**src/rtl/kmeans_pkg.sv**
```systemverilog
// Shared k-means widths and FSM state encoding.
// Also used by new_means_calculation_block.
package kmeans_pkg;

  localparam int unsigned CORD_W       = 13;
  localparam int unsigned ACC_CORD_W   = 22;
  localparam int unsigned CNT_W        = 10;
  localparam int unsigned DATA_W       = 91;
  localparam int unsigned ACC_W        = 154;
  localparam int unsigned NUM_CORD     = 7;
  localparam int unsigned CENTROID_NUM = 8;

  typedef enum logic [1:0] {
    StIdle  = 2'd0,
    StAccum = 2'd1,
    StHold  = 2'd2
  } state_e;

endpackage

```
**src/rtl/cord_vec_adder.sv**
```systemverilog
// Seven parallel sign-extend-and-add lanes: packed point plus packed sum.
// Each lane wraps independently modulo 2^accum_cord_width.
module cord_vec_adder
  import kmeans_pkg::*;
#(
  parameter int unsigned dataWidth        = DATA_W,
  parameter int unsigned cordinate_width  = CORD_W,
  parameter int unsigned accum_cord_width = ACC_CORD_W,
  parameter int unsigned accum_width      = ACC_W
) (
  input  logic [dataWidth-1:0]   i_point,
  input  logic [accum_width-1:0] i_sum,
  output logic [accum_width-1:0] o_sum
);

  localparam int unsigned NumCord = accum_width / accum_cord_width;
  localparam int unsigned ExtW    = accum_cord_width - cordinate_width;

  for (genvar k = 0; k < NumCord; k++) begin : g_cord
    logic [accum_cord_width-1:0] w_ext;

    assign w_ext = {{ExtW{i_point[k*cordinate_width + cordinate_width - 1]}},
                    i_point[k*cordinate_width +: cordinate_width]};
    assign o_sum[k*accum_cord_width +: accum_cord_width] =
        i_sum[k*accum_cord_width +: accum_cord_width] + w_ext;
  end

endmodule

```
**src/rtl/centroid_accumulator.sv**
```systemverilog
// Per-centroid coordinate sums and point counts for one k-means iteration.
// Points pass through a one-stage input register, then commit to the selected accumulator.
module centroid_accumulator
  import kmeans_pkg::*;
#(
  parameter int unsigned dataWidth        = DATA_W,
  parameter int unsigned cordinate_width  = CORD_W,
  parameter int unsigned accum_cord_width = ACC_CORD_W,
  parameter int unsigned accum_width      = ACC_W,
  parameter int unsigned count_width      = CNT_W,
  parameter int unsigned centroid_num     = CENTROID_NUM
) (
  input  logic                   clk,
  input  logic                   rst_n,
  input  logic                   accum_clear,
  input  logic                   point_valid,
  input  logic [dataWidth-1:0]   point_data,
  input  logic [2:0]             point_cent,
  input  logic                   point_last,
  output logic [accum_width-1:0] accum_1,
  output logic [accum_width-1:0] accum_2,
  output logic [accum_width-1:0] accum_3,
  output logic [accum_width-1:0] accum_4,
  output logic [accum_width-1:0] accum_5,
  output logic [accum_width-1:0] accum_6,
  output logic [accum_width-1:0] accum_7,
  output logic [accum_width-1:0] accum_8,
  output logic [count_width-1:0] cnt_1,
  output logic [count_width-1:0] cnt_2,
  output logic [count_width-1:0] cnt_3,
  output logic [count_width-1:0] cnt_4,
  output logic [count_width-1:0] cnt_5,
  output logic [count_width-1:0] cnt_6,
  output logic [count_width-1:0] cnt_7,
  output logic [count_width-1:0] cnt_8,
  output logic                   accum_ready,
  output logic                   cnt_ovf
);

  localparam logic [count_width-1:0] CntMax = '1;

  state_e r_state, w_state_next;

  logic                   r_pt_valid;
  logic [dataWidth-1:0]   r_pt_data;
  logic [2:0]             r_pt_cent;
  logic                   r_pt_last;

  logic [accum_width-1:0] r_accum [centroid_num];
  logic [count_width-1:0] r_cnt   [centroid_num];
  logic                   r_ovf;

  logic                   w_commit;
  logic                   w_sat;
  logic [accum_width-1:0] w_new_sum;

  assign w_commit = (r_state == StAccum) && r_pt_valid;
  assign w_sat    = (r_cnt[r_pt_cent] == CntMax);

  // The add reads the accumulator as of this cycle, which already holds any point
  // committed on the previous edge, so same-centroid back-to-back points are safe.
  cord_vec_adder #(
    .dataWidth        (dataWidth),
    .cordinate_width  (cordinate_width),
    .accum_cord_width (accum_cord_width),
    .accum_width      (accum_width)
  ) u_adder (
    .i_point (r_pt_data),
    .i_sum   (r_accum[r_pt_cent]),
    .o_sum   (w_new_sum)
  );

  always_comb begin
    w_state_next = r_state;
    case (r_state)
      StIdle:  if (accum_clear) w_state_next = StAccum;
      StAccum: begin
        if (accum_clear) w_state_next = StAccum;
        else if (w_commit && r_pt_last) w_state_next = StHold;
      end
      StHold:  if (accum_clear) w_state_next = StAccum;
      default: w_state_next = StIdle;
    endcase
  end

  always_ff @(posedge clk or negedge rst_n) begin
    if (!rst_n) r_state <= StIdle;
    else        r_state <= w_state_next;
  end

  always_ff @(posedge clk or negedge rst_n) begin
    if (!rst_n) begin
      r_pt_valid <= 1'b0;
      r_pt_data  <= '0;
      r_pt_cent  <= '0;
      r_pt_last  <= 1'b0;
    end else if (accum_clear) begin
      r_pt_valid <= 1'b0;
      r_pt_data  <= '0;
      r_pt_cent  <= '0;
      r_pt_last  <= 1'b0;
    end else if ((r_state == StAccum) && point_valid) begin
      r_pt_valid <= 1'b1;
      r_pt_data  <= point_data;
      r_pt_cent  <= point_cent;
      r_pt_last  <= point_last;
    end else begin
      r_pt_valid <= 1'b0;
    end
  end

  always_ff @(posedge clk or negedge rst_n) begin
    if (!rst_n) begin
      for (int i = 0; i < centroid_num; i++) begin
        r_accum[i] <= '0;
        r_cnt[i]   <= '0;
      end
      r_ovf <= 1'b0;
    end else if (accum_clear) begin
      for (int i = 0; i < centroid_num; i++) begin
        r_accum[i] <= '0;
        r_cnt[i]   <= '0;
      end
      r_ovf <= 1'b0;
    end else if (w_commit) begin
      if (w_sat) begin
        r_ovf <= 1'b1;
      end else begin
        r_accum[r_pt_cent] <= w_new_sum;
        r_cnt[r_pt_cent]   <= r_cnt[r_pt_cent] + count_width'(1);
      end
    end
  end

  assign accum_1 = r_accum[0];
  assign accum_2 = r_accum[1];
  assign accum_3 = r_accum[2];
  assign accum_4 = r_accum[3];
  assign accum_5 = r_accum[4];
  assign accum_6 = r_accum[5];
  assign accum_7 = r_accum[6];
  assign accum_8 = r_accum[7];

  assign cnt_1 = r_cnt[0];
  assign cnt_2 = r_cnt[1];
  assign cnt_3 = r_cnt[2];
  assign cnt_4 = r_cnt[3];
  assign cnt_5 = r_cnt[4];
  assign cnt_6 = r_cnt[5];
  assign cnt_7 = r_cnt[6];
  assign cnt_8 = r_cnt[7];

  assign accum_ready = (r_state == StHold);
  assign cnt_ovf     = r_ovf;

endmodule

```
**config.mk**
```make
export PLATFORM = sky130hd
export DESIGN_NAME = centroid_accumulator
export DESIGN_NICKNAME = d
export VERILOG_FILES = /design/src/rtl/kmeans_pkg.sv /design/src/rtl/cord_vec_adder.sv /design/src/rtl/centroid_accumulator.sv
export SDC_FILE = /design/constraint.sdc
export NUM_CORES = 2
export LEC_CHECK = 0
export BUFFER_PORTS_ARGS = -buffer_cell sky130_fd_sc_hd__buf_2
export CORE_AREA = 2 2 550 552
export CTS_BUF_LIST = sky130_fd_sc_hd__clkbuf_8
export DETAILED_ROUTE_END_ITERATION = 8
export DIE_AREA = 0 0 552 554
export HOLD_SLACK_MARGIN = 0.05
export PLACE_DENSITY = 0.49
export SYNTH_ARGS = -nofsm -noshare
export SYNTH_HDL_FRONTEND = slang
export SYNTH_SLANG_ARGS = --single-unit
```
**constraint.sdc**
```tcl
create_clock -name clk -period 6.9 [get_ports clk]
set_input_delay 0.345 -clock clk [delete_from_list [all_inputs] [get_ports clk]]
set_output_delay 0.345 -clock clk [all_outputs]
set_load 0.01 [all_outputs]
```
After elaboration in Yosys (flattened, before gate mapping)
Index checks and enable logic that the tools add are counted.
{"block": "op_classes", "addsub": 8, "n_mul": 0, "div": 0, "n_lt_le_gt_ge": 2, "eq_ne": 6, "shift": 0, "mux": 33, "n_bitwise": 1, "reduce_logical": 12}
{"operator": "$mux W1232", "n": 3}
{"operator": "$bwmux W1232", "n": 1}
{"operator": "$bmux W154 S3", "n": 1}
{"operator": "$demux W154 S3", "n": 1}
{"operator": "$mux W154", "n": 3}
{"operator": "$mux W80", "n": 3}
{"operator": "$mux W91", "n": 2}
{"operator": "$add A22 B22 Y22", "n": 7}
{"operator": "$bwmux W80", "n": 1}
{"operator": "$bmux W10 S3", "n": 1}
{"operator": "$demux W10 S3", "n": 1}
{"operator": "$mux W10", "n": 3}
{"operator": "$add A10 B1 Y10 const B", "n": 1}
{"operator": "$eq A10 B10 Y1 const B", "n": 1}
{"operator": "$mux W1", "n": 7}
{"operator": "$mux W2", "n": 3}
{"operator": "$mux W3", "n": 2}
{"operator": "$reduce_and A2 Y1", "n": 3}
{"operator": "$reduce_bool A2 Y1", "n": 3}
{"operator": "$ge A4 B4 Y1 const B", "n": 1}
{"operator": "$logic_and A1 B1 Y1", "n": 4}
{"operator": "$lt A4 B1 Y1 const B", "n": 1}
{"operator": "$not A3 Y4", "n": 1}
{"operator": "$pmux W2 S2", "n": 1}
{"operator": "other kinds (7)", "n": 7}
{"block": "word_totals", "reg_bits": 1411, "latchBits": 0, "mem_bits_rw": 0, "romBits": 0, "in_bits": 99, "out_inout_bits": 1314, "elab_cells": 84, "n_memories": 0}

Logic depth before layout (Yosys ltp)
{"block": "logic_depth", "depth_word": 9, "mapped_depth": 23}

Cells and area by module
From an unflattened synthesis, not the netlist that was laid out.
{"block": "unflattened", "cells_unflattened": 6401, "hier_area_um2": 67258.3}
{"module": "centroid_accumulator", "instances": 1, "cells_per_inst": 5412, "area_per_inst_um2": 59996.3, "seq_area_each_um2": 35308.9}
{"module": "cord_vec_adder", "instances": 1, "cells_per_inst": 989, "area_per_inst_um2": 7262.0, "seq_area_each_um2": 0.0}

Worst setup path after synthesis
Ideal clock, no wire load.
{"block": "synth_timing", "kind": "register to register", "from": "register r_pt_cent[1]", "to": "register r_accum (netlist bit accum_1[152])", "setup_ns": 0.067, "arrival_time_ns": 4.939, "required_time_ns": 6.833, "slack_ns": 1.894, "stages_incl_launch_ff": 23, "cell_sequence": "dfrtp_1 -> buf_2 -> buf_4 -> clkbuf_1 -> nor2b_1 -> and2_1 -> clkbuf_1 -> clkbuf_1 -> clkbuf_1 -> a22oi_1 -> nand4_1 -> ha_1 -> inv_1 -> fa_1 -> nand2b_1 -> a21oi_1 -> nor4_1 -> o31ai_1 -> a41o_1 -> a311o_1 -> a21oi_1 -> xnor2_1 -> a22o_1"}
{"block": "synth_between", "elab_chain_len": 9, "word_cells_on_any_way": 20, "cone_classes": "add/sub (1); order compare (2); eq/ne (2); mux (12); bitwise (1); reduce/logical (2)"}
{"item": "start, declared", "line": "centroid_accumulator.sv:46", "rtl": "logic [2:0] r_pt_cent;"}
{"item": "start signal, assigned", "line": "centroid_accumulator.sv:105", "rtl": "r_pt_cent <= point_cent;"}
{"item": "$not A3 Y4 (implied by the code) (*)", "line": "centroid_accumulator.sv:58, centroid_accumulator.sv:69, centroid_accumulator.sv:129"}
{"item": "$bmux W154 S3, or another cell as far along", "line": "centroid_accumulator.sv:69", "rtl": ".i_sum (r_accum[r_pt_cent]),"}
{"item": "$mux W154 (implied by the code) / $logic_and A1 B1 Y1 (equally long branches)", "line": "centroid_accumulator.sv:69, centroid_accumulator.sv:129"}
{"item": "$mux W154, on equally long branches", "line": "centroid_accumulator.sv:69, centroid_accumulator.sv:129"}
{"item": "$add A22 B22 Y22 / $demux W154 S3 (equally long branches)", "line": "cord_vec_adder.sv:25, centroid_accumulator.sv:129"}
{"item": "$bwmux W1232", "line": "centroid_accumulator.sv:129", "rtl": "r_accum[r_pt_cent] <= w_new_sum;"}
{"item": "$mux W1232", "line": "centroid_accumulator.sv:126", "rtl": "if (w_sat) begin"}
{"item": "$mux W1232", "line": "centroid_accumulator.sv:125", "rtl": "end else if (w_commit) begin"}
{"item": "$mux W1232", "line": "centroid_accumulator.sv:119", "rtl": "end else if (accum_clear) begin"}
{"item": "end signal, assigned by index", "line": "centroid_accumulator.sv:129"}
{"item": "end, declared", "line": "centroid_accumulator.sv:49", "rtl": "logic [accum_width-1:0] r_accum [centroid_num];"}
Every way passes the cells marked *; elsewhere a longest branch is shown, timed or not. The select of a mux whose other input is x is not followed.
A chain may end at the register's enable or synchronous reset.

Final worst setup path
{"block": "layout_timing", "from": "register r_pt_cent[0]", "to": "register r_accum (netlist bit accum_1[64])"}
Same word-level chain as after synthesis.

==> impl_metrics.py <==
metrics = {
    "run_status": {
        "status": "complete, but fails checks",
        "violations": "slew limit",
    },
    "synthesis": {
        "synthCells": 5225,
        "netlist_area_um2": 63230,
        "avgSynthCellArea_um2": 12.10,
        "ys.flop_type": "dfrtp_1",
        "synth_common_cells": "dfrtp_1, a22o_1, a22oi_1",
        "yosysMostFrequentCell": "dfrtp_1",
        "yosysWarnings": 0,
        "yosysTopAreaCell": "dfrtp_1",
        "synth_seq_cells": 1411,
        "synthesis.nets": 5479,
        "yosys.area.top_type_share": 0.5584,
        "yosysSeqAreaShare": 0.5584,
        "synth_cell_types": 74,
        "async_reset_ff_frac": 1.000,
        "netlist_top_cells_area": "dfrtp_1, a22o_1, a22oi_1",
        "synth_edf_count": 0,
    },
    "sta": {
        "whs_ns": 0.1574,
        "finClkSkew_ns": 0.1157,
        "tightest_slew_ns": 1.633,
        "setup_viol": 0,
        "finalHoldViolations": 0,
        "setup_ws_ns": 0.6636,
        "fin_crit_ns": 6.236,
        "finalMaxSlewViolations": 30,
        "maxSlewHeadroom": -0.08845,
        "rsz0062_at_grt": "false",
        "finalCritPeriodShare": 0.9038,
        "tns_ns": 0,
        "fmax_mhz": 160.3,
    },
    "layout": {
        "drive_above_1_share": 0.2922,
        "multi_input_area_um2": 25750,
        "design_area_um2": 82680,
        "seq_area_um2": 35310,
        "fillers": 31430,
        "nNetsFinal": 7033,
        "syn2layout_area_growth_pct": 30.75,
    },
    "setup_path": {
        "r2r_slack_ns": 0.66,
        "startpoint_type": "flip-flop",
        "reg2reg_depth": 17,
        "timing_worst_setup_path_type": "flip-flop to flip-flop",
        "startpoint": "r_pt_cent[0]",
        "reg2reg_from": "r_pt_cent[0]",
        "r2r_end": "accum_1[64]",
        "arrival_ns": 7.15,
        "cp.required_ns": 7.81,
        "crit_path_end_kind": "flip-flop",
        "cp_max_fo": 65,
    },
    "clock_network": {
        "cts_buffers": 280,
        "ctsResizeCount": 0,
        "clk_pin_slew_ns": 0.06,
        "root_buffer": "clkbuf_8",
        "htree_levels": 5,
        "clk_latency_ns": 1.05,
        "cts_buffer_depth": 4,
        "clock-sinks": 1411,
        "cts_tree": "yes",
    },
    "floorplan": {
        "initial_core_util": 0.2113,
        "die_x_um": 552,
        "dieArea_um2": 305800,
        "pin_count": 1413,
        "rows": 201,
        "die_h_um": 554,
        "core_um2": 299300,
    },
    "power_and_ir_drop": {
        "p_int_mw": 13.67,
        "p_per_area_nw_per_um2": 234.2,
        "seqPwrFrac": 0.438,
        "clkPwrFrac": 0.469,
        "ir_drop_mv": 0.1318,
        "p_leak_nw": 41.74,
        "pwr-share-comb": 0.094,
        "p_sw_mw": 5.690,
        "p_sw_frac": 0.2939,
    },
    "drt": {
        "viasPerCell": 5.533,
        "route.detailed.drc": 0,
        "vias": 60590,
        "drt-initial-drc-count": 7809,
        "post_drt_wl_per_cell_um": 36.72,
        "antenna_left": 0,
        "dr.pass1.iters": 6,
        "totalWireLength_um": 402100,
    },
    "placed_design": {
        "dpl.hpwl_um": 283900,
        "gp_congestion": 0.9166,
        "port_buffers": 1412,
        "pre_cts_ws_ns": 0.8953,
        "place_area_um2": 75190,
    },
    "global_route": {
        "grt_pass1_wl_um": 543000,
        "antenna_found_initial": 38,
        "overflow": 0,
        "grt_pass1_vias": 59320,
        "grt.total_usage": 0.2523,
        "grt_max_degree": 181,
    },
    "worst_hold_path": {
        "hold_class": "input pin to async pin",
    },
    "job": {
        "drv_cap": 0,
    },
}
routing by layer:
| layer | share of wire | global-route usage | vias up |
|---|---|---|---|
| met5 | 0.00018 | 0 | - |
| met4 | 0.051 | 0.1124 | 10 |
| met1 | 0.38 | 0.3112 | 31770 |
| li1 | - | - | 23840 |
| met2 | 0.45 | 0.3909 | 4241 |
| met3 | 0.12 | 0.09401 | 733 |
flip-flops by register name, indices dropped and copies added (netlist names), 91 cells and up:
register	flops
accum_5	154
accum_1	154
r_pt_data	91
accum_3	154
accum_8	154
accum_2	154
accum_4	154
accum_6	154
accum_7	154
logic make-up (layout without fill, tap and decap cells):
family | after synthesis | count (layout) | share of synthesized area
compound gates | 2345 | 2345 | 0.2927
xor+xnor | 147 | 147 | 0.02036
other cells | 0 | 18 | 0
fa+ha+maj | 155 | 155 | 0.03150
buf+inv | 504 | 2254 | 0.03623
flops | 1411 | 1411 | 0.5584
mux | 37 | 37 | 0.008707
simple gates | 626 | 626 | 0.05206
worst max path at each step:
| stage | end | slack, ns | cells after the start |
|---|---|---|---|
| after floorplan | accum_1[152] | 1.89 | 22 |
| final | accum_1[64] | 0.66 | 17 |
| after detailed placement | accum_1[64] | 0.90 | 18 |
| after CTS | accum_1[64] | 0.85 | 18 |
| after global placement | accum_7[64] | 1.07 | 18 |
| after global routing | accum_2[64] | 0.40 | 18 |
final cells by class:
class / instances / area share
Clock inverter: 140 / 0.01291
Sequential cell: 1411 / 0.4271
Tap cell: 3958 / 0.05990
Timing Repair Buffer: 1740 / 0.1302
Antenna cell: 18 / 0.0005448
Multi-Input combinational cell: 3310 / 0.3115
Inverter: 36 / 0.001634
Clock buffer: 338 / 0.05627
cell usage in the layout (no fill, tap or decap), types with 110 or more instances in the layout:
master and instances:
a21oi_1 120, a22o_1 1276, a22oi_1 617, buf_2 1411
clkbuf_8 338, dfrtp_1 1410, dlygate4sd3_1 169, ha_1 148
inv_1 110, nand2_1 187, nand4_1 163, o21ai_0 181
critical path: stages (launching register included):
cell and delay, ns:
dfrtp_2 0.55, buf_4 0.48, nor3b_2 0.44, buf_12 0.32
a22oi_1 0.30, nand4_1 0.20, ha_1 0.30, fa_1 0.27
a21o_1 0.19, a31oi_1 0.13, o41ai_1 0.65, buf_4 0.25
a21o_1 0.16, and3_1 0.24, o221ai_1 0.28, o21ai_0 0.29
xor2_1 0.53, a22o_1 0.22
timing repair:
| item | 4_1_cts | 5_1_grt |
|---|---|---|
| buffers inserted | 0 | 0 |
| endpoints found under the hold margin | 540 | 0 |
| endpoints found under the setup margin | 0 | 0 |
| hold buffers | 170 | 0 |
through the flow:
step / power, mW / std cells / utilization
6_report: 19.36 / 10950 / 0.2763
4_1_cts: 19.53 / 10930 / 0.2761
3_5_place_dp: 10.33 / 10290 / 0.2512
3_3_place_gp: 10.31 / 10290 / 0.2512
5_1_grt: 20.00 / 10950 / 0.2762
2_1_floorplan: 9.332 / 5225 / -
power groups by stage:
stage          logic, mW  registers, mW  clock network [mW]
2_1_floorplan      0.741           8.59                   0
4_1_cts             1.81           8.47                9.25
3_3_place_gp        1.70           8.61                   0
5_1_grt             1.89           8.48                9.63
6_report            1.81           8.47                9.07
3_5_place_dp        1.71           8.62                   0
(Power assumes the default switching activity.)
